==> src/rtl/accum_pkg.sv <==
// Shared types and constants for the accumulator packing stage.
package accum_pkg;
    typedef logic [7:0] acc_t;

    localparam int ALIGN_BITS = 2;
    localparam int OVF_W      = 8;

    typedef enum logic {IDLE, FILL} pstate_t;
endpackage

==> src/rtl/accum_fifo.sv <==
// DEPTH-entry synchronous FIFO holding packed words plus their partial flag.
module accum_fifo #(
    parameter int W     = 32,
    parameter int DEPTH = 4
) (
    input  logic         clk,
    input  logic         reset,
    input  logic         push,
    input  logic [W-1:0] push_data,
    input  logic         push_partial,
    input  logic         pop,
    output logic [W-1:0] head_data,
    output logic         head_partial,
    output logic         full,
    output logic         empty
);
    localparam int AW = $clog2(DEPTH);
    localparam logic [AW:0] FULL_OCC = DEPTH[AW:0];

    logic [DEPTH-1:0][W-1:0] mem;
    logic [DEPTH-1:0]        part;
    logic [AW-1:0]           wr_ptr, rd_ptr;
    logic [AW:0]             occ;
    logic                    do_push, do_pop;

    // A pop in the same cycle frees the slot a push into a full FIFO needs.
    assign do_pop  = pop && !empty;
    assign do_push = push && (!full || do_pop);

    always_ff @(posedge clk) begin
        if (reset) begin
            mem    <= '0;
            part   <= '0;
            wr_ptr <= '0;
            rd_ptr <= '0;
            occ    <= '0;
        end else begin
            if (do_push) begin
                mem[wr_ptr]  <= push_data;
                part[wr_ptr] <= push_partial;
                wr_ptr       <= wr_ptr + 1'b1;
            end
            if (do_pop)
                rd_ptr <= rd_ptr + 1'b1;
            case ({do_push, do_pop})
                2'b10:   occ <= occ + 1'b1;
                2'b01:   occ <= occ - 1'b1;
                default: occ <= occ;
            endcase
        end
    end

    assign head_data    = mem[rd_ptr];
    assign head_partial = part[rd_ptr];
    assign full         = (occ == FULL_OCC);
    assign empty        = (occ == '0);
endmodule

==> src/rtl/accum_packer.sv <==
// Packs aligned accumulator bytes into BYTES-wide words and queues them
// toward the bus; flags misaligned input and counts words lost to a full FIFO.
import accum_pkg::*;

module accum_packer #(
    parameter int BYTES = 4,
    parameter int DEPTH = 4
) (
    input  logic               clk,
    input  logic               reset,
    input  logic               in_valid,
    input  logic [7:0]         in_data,
    input  logic               flush,
    output logic               out_valid,
    input  logic               out_ready,
    output logic [8*BYTES-1:0] out_data,
    output logic               out_partial,
    output logic               align_err,
    output logic [OVF_W-1:0]   ovf_count
);
    localparam int CW = $clog2(BYTES);

    pstate_t               state, state_nx;
    logic [CW-1:0]         count, count_nx;
    logic [BYTES-1:0][7:0] lanes, word;
    acc_t                  in_byte;
    logic                  aligned, misaligned, last, close;
    logic                  full, empty, pop, drop;

    assign in_byte    = in_data;
    assign aligned    = in_valid && (in_byte[ALIGN_BITS-1:0] == '0);
    assign misaligned = in_valid && !aligned;
    assign last       = aligned && (count == CW'(BYTES-1));
    // Flush with an aligned byte closes the word even from IDLE, after the byte lands.
    assign close      = last || (flush && (state == FILL || aligned));

    always_ff @(posedge clk) begin
        if (reset) begin
            state <= IDLE;
            count <= '0;
        end else begin
            state <= state_nx;
            count <= count_nx;
        end
    end

    always_comb begin
        state_nx = state;
        count_nx = count;
        word     = lanes;
        if (aligned)
            word[count] = in_byte;
        if (close) begin
            state_nx = IDLE;
            count_nx = '0;
        end else if (aligned) begin
            state_nx = FILL;
            count_nx = count + 1'b1;
        end
    end

    // Lanes are cleared on close so unused lanes of a flushed word read zero.
    always_ff @(posedge clk) begin
        if (reset || close)
            lanes <= '0;
        else
            lanes <= word;
    end

    assign pop  = out_valid && out_ready;
    assign drop = close && full && !pop;

    always_ff @(posedge clk) begin
        if (reset) begin
            align_err <= 1'b0;
            ovf_count <= '0;
        end else begin
            if (misaligned)
                align_err <= 1'b1;
            if (drop && ovf_count != '1)
                ovf_count <= ovf_count + 1'b1;
        end
    end

    accum_fifo #(.W(8*BYTES), .DEPTH(DEPTH)) u_fifo (
        .clk          (clk),
        .reset        (reset),
        .push         (close),
        .push_data    (word),
        .push_partial (!last),
        .pop          (pop),
        .head_data    (out_data),
        .head_partial (out_partial),
        .full         (full),
        .empty        (empty)
    );

    assign out_valid = !empty;
endmodule

==> config.mk <==
export PLATFORM = sky130hd
export DESIGN_NAME = accum_packer
export DESIGN_NICKNAME = d
export VERILOG_FILES = /design/src/rtl/accum_pkg.sv /design/src/rtl/accum_fifo.sv /design/src/rtl/accum_packer.sv
export SDC_FILE = /design/constraint.sdc
export NUM_CORES = 1
export LEC_CHECK = 0
export ABC_AREA = 0
export CAP_MARGIN = 20
export CELL_PAD_IN_SITES_DETAIL_PLACEMENT = 1
export CELL_PAD_IN_SITES_GLOBAL_PLACEMENT = 1
export CORE_ASPECT_RATIO = 1.4
export CORE_MARGIN = 5
export CORE_UTILIZATION = 34
export CTS_CLUSTER_DIAMETER = 100
export DETAILED_ROUTE_END_ITERATION = 16
export GPL_TIMING_DRIVEN = 0
export PLACE_DENSITY = 0.73
export SLEW_MARGIN = 20
export SYNTH_ARGS = -nofsm -noshare
export SYNTH_HDL_FRONTEND = slang
export SYNTH_SLANG_ARGS = --single-unit
==> constraint.sdc <==
create_clock -name clk -period 2.02 [get_ports clk]
set_input_delay 0.303 -clock clk [delete_from_list [all_inputs] [get_ports clk]]
set_output_delay 0.303 -clock clk [all_outputs]
set_load 0.005 [all_outputs]
==> results of run 1 <==
-- cells in the final DEF, fill, tap and decap left out, drive strengths merged, types with 2 or more instances in the layout --
cell / synthesis / final
dfxtp: 183 / 183
nand3: 100 / 100
o21ai: 99 / 99
buf: 32 / 94
nor2: 60 / 60
clkbuf: 34 / 51
mux2i: 42 / 42
nand2: 39 / 39
mux4: 33 / 33
or2: 27 / 27
a21oi: 25 / 25
inv: 13 / 19
clkdlybuf4s50: 0 / 17
ha: 10 / 10
nor2b: 7 / 7
nor3b: 7 / 7
clkinvlp: 0 / 4
o2111ai: 4 / 4
clkinv: 0 / 4
or3: 3 / 3
xnor2: 3 / 3
o31ai: 3 / 3
or4: 3 / 3
nor3: 3 / 3
xor2: 3 / 3
a211oi: 3 / 3
nor4bb: 3 / 3
o31a: 2 / 2
o2111a: 2 / 2
a31o: 2 / 2
-- final cells by class --
type / instances / area [um2] / area share
multi-input combinational: 498 / 3620 / 0.382
clock buffer: 18 / 429 / 0.0453
inverter: 13 / 48.8 / 0.00515
sequential: 183 / 3680 / 0.389
tap: 297 / 372 / 0.0392
timing repair buffer: 85 / 762 / 0.0804
buffer: 61 / 439 / 0.0463
clock inverter: 14 / 118 / 0.0124
-- worst max-delay path, cell delays in order, from the launching register on --
cell,delay (ps)
dfxtp_4,380
buf_12,150
buf_12,120
buf_12,110
mux4_2,510
buf_2,150
-- layer usage --
metal | part of all wire | wire length (um)
met1 | 0.40 | 9500
met2 | 0.55 | 13200
met3 | 0.032 | 756
met4 | 0.022 | 528
met5 | 0 | 0
-- final timing paths --
path,to,depth (start not counted)
max reg2reg,u_fifo.occ[2],9
min reg2reg,lanes[24],2
max,out_data[17],5
min,align_err,3
-- report_power, final --
| group | switching [W] | internal [W] |
|---|---|---|
| combinational | 0.000433 | 0.000457 |
| clock | 0.00153 | 0.00161 |
| sequential | 0.0000356 | 0.00364 |
-- flip-flops by register name (all words and copies together), names as in the netlist --
name           cells
u_fifo.occ         3
align_err          1
u_fifo.rd_ptr      2
lanes             32
count              2
u_fifo.wr_ptr      2
u_fifo.part        4
state              1
u_fifo.mem       128
ovf_count          8
-- cells by family (layout without fill, tap and decap cells) --
logic type,Yosys count,count (layout),share of synthesized area
and+or+nand+nor,261,261,0.173
AOI/OAI and AO/OA,144,144,0.109
buffers and inverters,79,191,0.0503
xor gates and xnor gates,6,6,0.00697
DFF,183,183,0.486
muxes,76,76,0.156
adders and majority gates,11,11,0.0193
-- per-stage QoR --
step / TNS (ps) / power, W / area, um2 / setup WS (ps) / instances
detailed placement: -88950 / 0.00432 / 8500 / -766 / 1111
finish: -1560 / 0.00770 / 9480 / -141 / 1169
global placement: -83140 / 0.00431 / 8500 / -725 / 1111
global route: -4070 / 0.00797 / 9480 / -177 / 1169
CTS: -2200 / 0.00774 / 9300 / -147 / 1161
floorplan: -7.03 / 0.00410 / 7590 / -7.03 / 760
-- timing repair --
action / in CTS / in global routing
buffers inserted: 20 / 12
hold buffers: 0 / 0
endpoints found under the setup margin: 140 / 158
pin swaps: 5 / 4
gates resized for setup: 185 / 39
gates cloned: 2 / 0
==> flow_summary.yaml, run 1 <==
hold_path:
  hp-start: "in_data[1]"
  holdCritPathClass: "input port to register"
routing:
  drt_iter0_markers: 331
  drc: 0
  dr.pass1.iters: 4
  routed_wl_um: 24000
  vias: 6158
  viasPerCell: 5.27
  wire_per_inst_um: 20.5
  drtAntennaViolNets: 0
clock_tree:
  cts_root_buf: "clkbuf_16"
  worstSkewPairLatency_ps: 440
  cts.sinks: 183
  cts_buffer_depth: 2
  cts_tree: "yes"
  cts-buffers-inserted: 17
  cts_max_level: 4
  path_clk_slew_ps: 70
sta:
  setup_viol: 28
  hold_violations: 0
  fin_crit_ps: 2160
  rsz0062_at_grt: "yes"
  worstMarginPinSlew_ps: 727
  clock.fmax_mhz: 463
  period_share: 1.07
  setup_ws_ps: -141
  report.final.slew_viol_count: 0
  relSlewSlack: 0.515
  holdWs_ps: 329
  skew_ps: 10.6
synthesis:
  ys_warn_count: 0
  synth_edf_count: 0
  synth_top_area_cell: "dfxtp_1"
  synth_cell_types: 50
  synthTopCellsByCount: "dfxtp_1, nand3_1, o21ai_0, nor2_1, mux2i_1"
  syn_area_per_cell_um2: 9.92
  netlist_area_um2: 7540
  ys_dominant_reg_cell: "dfxtp_1"
  synth_most_common_cell: "dfxtp_1"
  yosys-top-cells-area: "dfxtp_1, mux4_2, nand3_1, o21ai_0, mux2i_1"
  ys_ff_latch: 183
  synthDominantCellAreaShare: 0.486
  synth_cells: 760
  syn_nets: 784
  ys_seq_area_frac: 0.486
  async_flop_share: 0
layout:
  n_fill_cell: 2467
  area_delta_synth_final_pct: 25.7
  final_nets: 883
  fin_util: 0.433
  drive_above_1_share: 0.259
  num_antenna_cells: 0
die:
  die_y_um: 186
  core-area_um2: 21900
  start_util: 0.345
  row_count: 64
  die_area_um2: 25300
  die_x_um: 136
  io_pins: 56
grt:
  use_met3: 0.0326
  overflow: 0
  antenna_found_initial: 0
  grt_use_met2: 0.352
  busiest_layer: "met2"
  grt_max_degree: 18
  grt_pass1_wl_um: 36600
  grtUsageMet1: 0.213
  grt_usage: 0.192
  grt_pass1_vias: 6661
setup_path:
  rrSetupSlack_ps: -20
  startpoint_type: "register"
  worst-setup-path-type: "register to output port"
  worstPathArrival_ps: 1860
  cp_max_fo: 7
  worstPathRequired_ps: 1720
  r2r-start: "u_fifo.occ[0]"
  setup.worst_path.end_class: "output port"
  startpoint: "u_fifo.rd_ptr[0]"
placed_design:
  gp_congestion: 0.762
  portBuffers: 54
  post-dp-hpwl_um: 16100
pwr:
  p_leak_nw: 3.39
  ir_drop_v: 0.000612
  power_per_cell_area_nw_per_um2: 813
job:
  cap_violations: 0
run_status:
  violations: "negative setup slack"
  status: "finished, violations left"
No activity file was read; power rests on OpenSTA's default activity.
==> run 2: changes to the inputs <==
--- a/config.mk
+++ b/config.mk
@@ -15,7 +15,7 @@
 export CTS_CLUSTER_DIAMETER = 100
 export DETAILED_ROUTE_END_ITERATION = 16
 export GPL_TIMING_DRIVEN = 0
-export PLACE_DENSITY = 0.73
+export PLACE_DENSITY_LB_ADDON = 0.1
 export SLEW_MARGIN = 20
 export SYNTH_ARGS = -nofsm -noshare
 export SYNTH_HDL_FRONTEND = slang
==> constraint.sdc (replaced) <==
create_clock -name clk -period 2.3 [get_ports clk]
set_input_delay 0.345 -clock clk [delete_from_list [all_inputs] [get_ports clk]]
set_output_delay 0.345 -clock clk [all_outputs]
set_load 0.005 [all_outputs]
==> run 2 against run 1 <==
Net effect: the run now ends clean; sequential power down 12%; via count down 1.6%; clock-buffer cell count up 6; non-clock buffer count down 14; sequential share of layout area up 0.69 points; core utilization down 0.90 points; worst hold slack better by 81 ps; final cell count down 1.3%; wire length up 1.4%; critical path depth down 1; largest cell class unchanged.
==> flow_summary.yaml, run 2 (same netlist as run 1, synthesis figures left out) <==
run_status:
  status: "finished, final reports clean"
setup_path:
  setup.worst_path.end_class: "output port"
  cp_max_fo: 10
  startpoint_type: "register"
  worstPathRequired_ps: 1960
  crit_chain: "buf_4 > buf_12 > mux4_2 > clkdlybuf4s15_1"
  rrSetupSlack_ps: 130
  r2r-end: "u_fifo.occ[2]"
  worstPathArrival_ps: 1910
  crit_path_top_delay_cell: "mux4_2"
  worst-setup-path-type: "register to output port"
  slowest_delay_ps: 550
  r2r_cells: 10
  r2r-start: "count[0]"
placed_design:
  post-dp-hpwl_um: 17500
  placed_area_um2: 8450
  gp_congestion: 0.756
  portBuffers: 54
pwr:
  p_leak_nw: 3.39
  ir_drop_v: 0.000539
  power_per_cell_area_nw_per_um2: 742
hold_path:
  hp-start: "in_valid"
  holdCritPathClass: "input port to register"
  holdPathStages: 3
  hold_end: "align_err"
clock_tree:
  path_clk_slew_ps: 70
  cts-buffers-inserted: 17
  cts_tree: "yes"
  hold_buffers: 0
  worstSkewPairLatency_ps: 440
  cts_max_level: 4
  cts_root_buf: "clkbuf_16"
  cts_buffer_depth: 2
  cts.sinks: 183
layout:
  reg_top3: "u_fifo.mem x128, lanes x32, ovf_count x8"
  area_delta_synth_final_pct: 23.1
  final_common_cell: "dfxtp_1"
  final_nets: 869
  largest_reg_flops: 128
  drive_above_1_share: 0.183
  top_register: "u_fifo.mem"
  final_cell_mix: "dfxtp_1, nand3_1, o21ai_0"
  n_fill_cell: 2452
  num_antenna_cells: 0
  design_area_um2: 9280
grt:
  overflow: 0
  grt_pass1_vias: 6414
  grt_max_degree: 17
  grt_usage: 0.198
  antenna_found_initial: 0
  grt_pass1_wl_um: 37300
sta:
  setup_viol: 0
  worstMarginPinSlew_ps: 760
  report.final.slew_viol_count: 0
  hold_violations: 0
  tns_ps: 0
  period_share: 0.982
  fin_crit_ps: 2260
  rsz0062_at_grt: "yes"
  clock.fmax_mhz: 443
  skew_ps: 7.05
  relSlewSlack: 0.493
routing:
  drt_iter0_markers: 228
  drc: 0
  vias: 6058
  dr.pass1.iters: 4
  drtAntennaViolNets: 0
  routed_wl_um: 24300
  wire_per_inst_um: 21.1
  viasPerCell: 5.25
die:
  die_area_um2: 25300
  die_y_um: 186
  row_count: 64
  core-area_um2: 21900
  die_x_um: 136
  io_pins: 56
  start_util: 0.345
job:
  cap_violations: 0
## run 2: changes by cell type in the layout (fill, tap and decap cells not counted), moves of 4 or more
cell / delta
clkbuf_2: -5
clkbuf_1: +7
dlygate4sd2_1: +14
buf_2: -19
dfxtp_1: +4
dlymetal6s2s_1: +6
clkdlybuf4s15_1: +14
buf_12: -9
buf_4: -5
clkbuf_8: +4
buf_6: -11
## run 2: repair_timing
item	4_1_cts	5_1_grt
resized for setup	59	30
setup endpoints to repair	45	14
setup buffers	4	11
pin swaps	1	1
## run 2: final cells by class
class	instances	area [um2]	share of cell area
Buffer	63	395	0.0426
Clock buffer	24	492	0.0530
Clock inverter	7	116	0.0125
Inverter	13	48.8	0.00526
Multi-Input combinational cell	498	3530	0.381
Sequential cell	183	3670	0.396
Tap cell	297	372	0.0400
Timing Repair Buffer	69	648	0.0698
## run 2: through the flow
stage	utilization	hold slack (ps)	setup slack, ps	std cells	power [W]
finish	0.424	410	41.7	1154	0.00689
global route	0.424	449	-44.2	1154	0.00711
CTS	0.419	415	-114	1144	0.00691
global placement	0.387	430	-769	1111	0.00378
detailed placement	0.387	437	-782	1111	0.00379
floorplan	-	416	69.0	760	0.00359
## run 2: routing by layer
layer  vias to the layer above  GRT usage  share of wire
li1                       2860          -              -
met4                         0     0.0549          0.015
met1                      3077      0.221           0.40
met5                         -          0              0
met3                        30     0.0326          0.029
met2                        91      0.385           0.56
## run 2: worst max path at each step
stage / start / endpoint / slack (ps) / cells past startpoint
floorplan: in_data[0] / u_fifo.occ[2] / 70 / 9
global placement: in_data[0] / u_fifo.occ[2] / -770 / 10
detailed placement: in_data[0] / u_fifo.occ[2] / -780 / 10
CTS: u_fifo.rd_ptr[0] / out_data[17] / -110 / 3
global route: u_fifo.occ[2] / u_fifo.occ[2] / -40 / 9
finish: u_fifo.rd_ptr[0] / out_data[24] / 40 / 4
## run 2: where the power goes
part / switching [W] / internal, W / leakage (nW)
clock network: 0.00124 / 0.00182 / 0.297
logic: 0.000322 / 0.000278 / 1.62
registers: 0.0000345 / 0.00319 / 1.48
## run 2: worst max-delay path, delay by kind of cell, from the launching register on
family,cells,cell delay [ps]
flip-flops,1,400
buffers and inverters,3,520
multiplexers,1,550
==> run 3: changes to the inputs <==
--- a/config.mk
+++ b/config.mk
@@ -15,6 +15,7 @@
 export CTS_CLUSTER_DIAMETER = 100
 export DETAILED_ROUTE_END_ITERATION = 16
 export GPL_TIMING_DRIVEN = 0
+export HOLD_SLACK_MARGIN = 0.15
 export PLACE_DENSITY_LB_ADDON = 0.1
 export SLEW_MARGIN = 20
 export SYNTH_ARGS = -nofsm -noshare
==> results of run 3 <==
No change in the layout: final DEF, timing and power equal those of run 2.
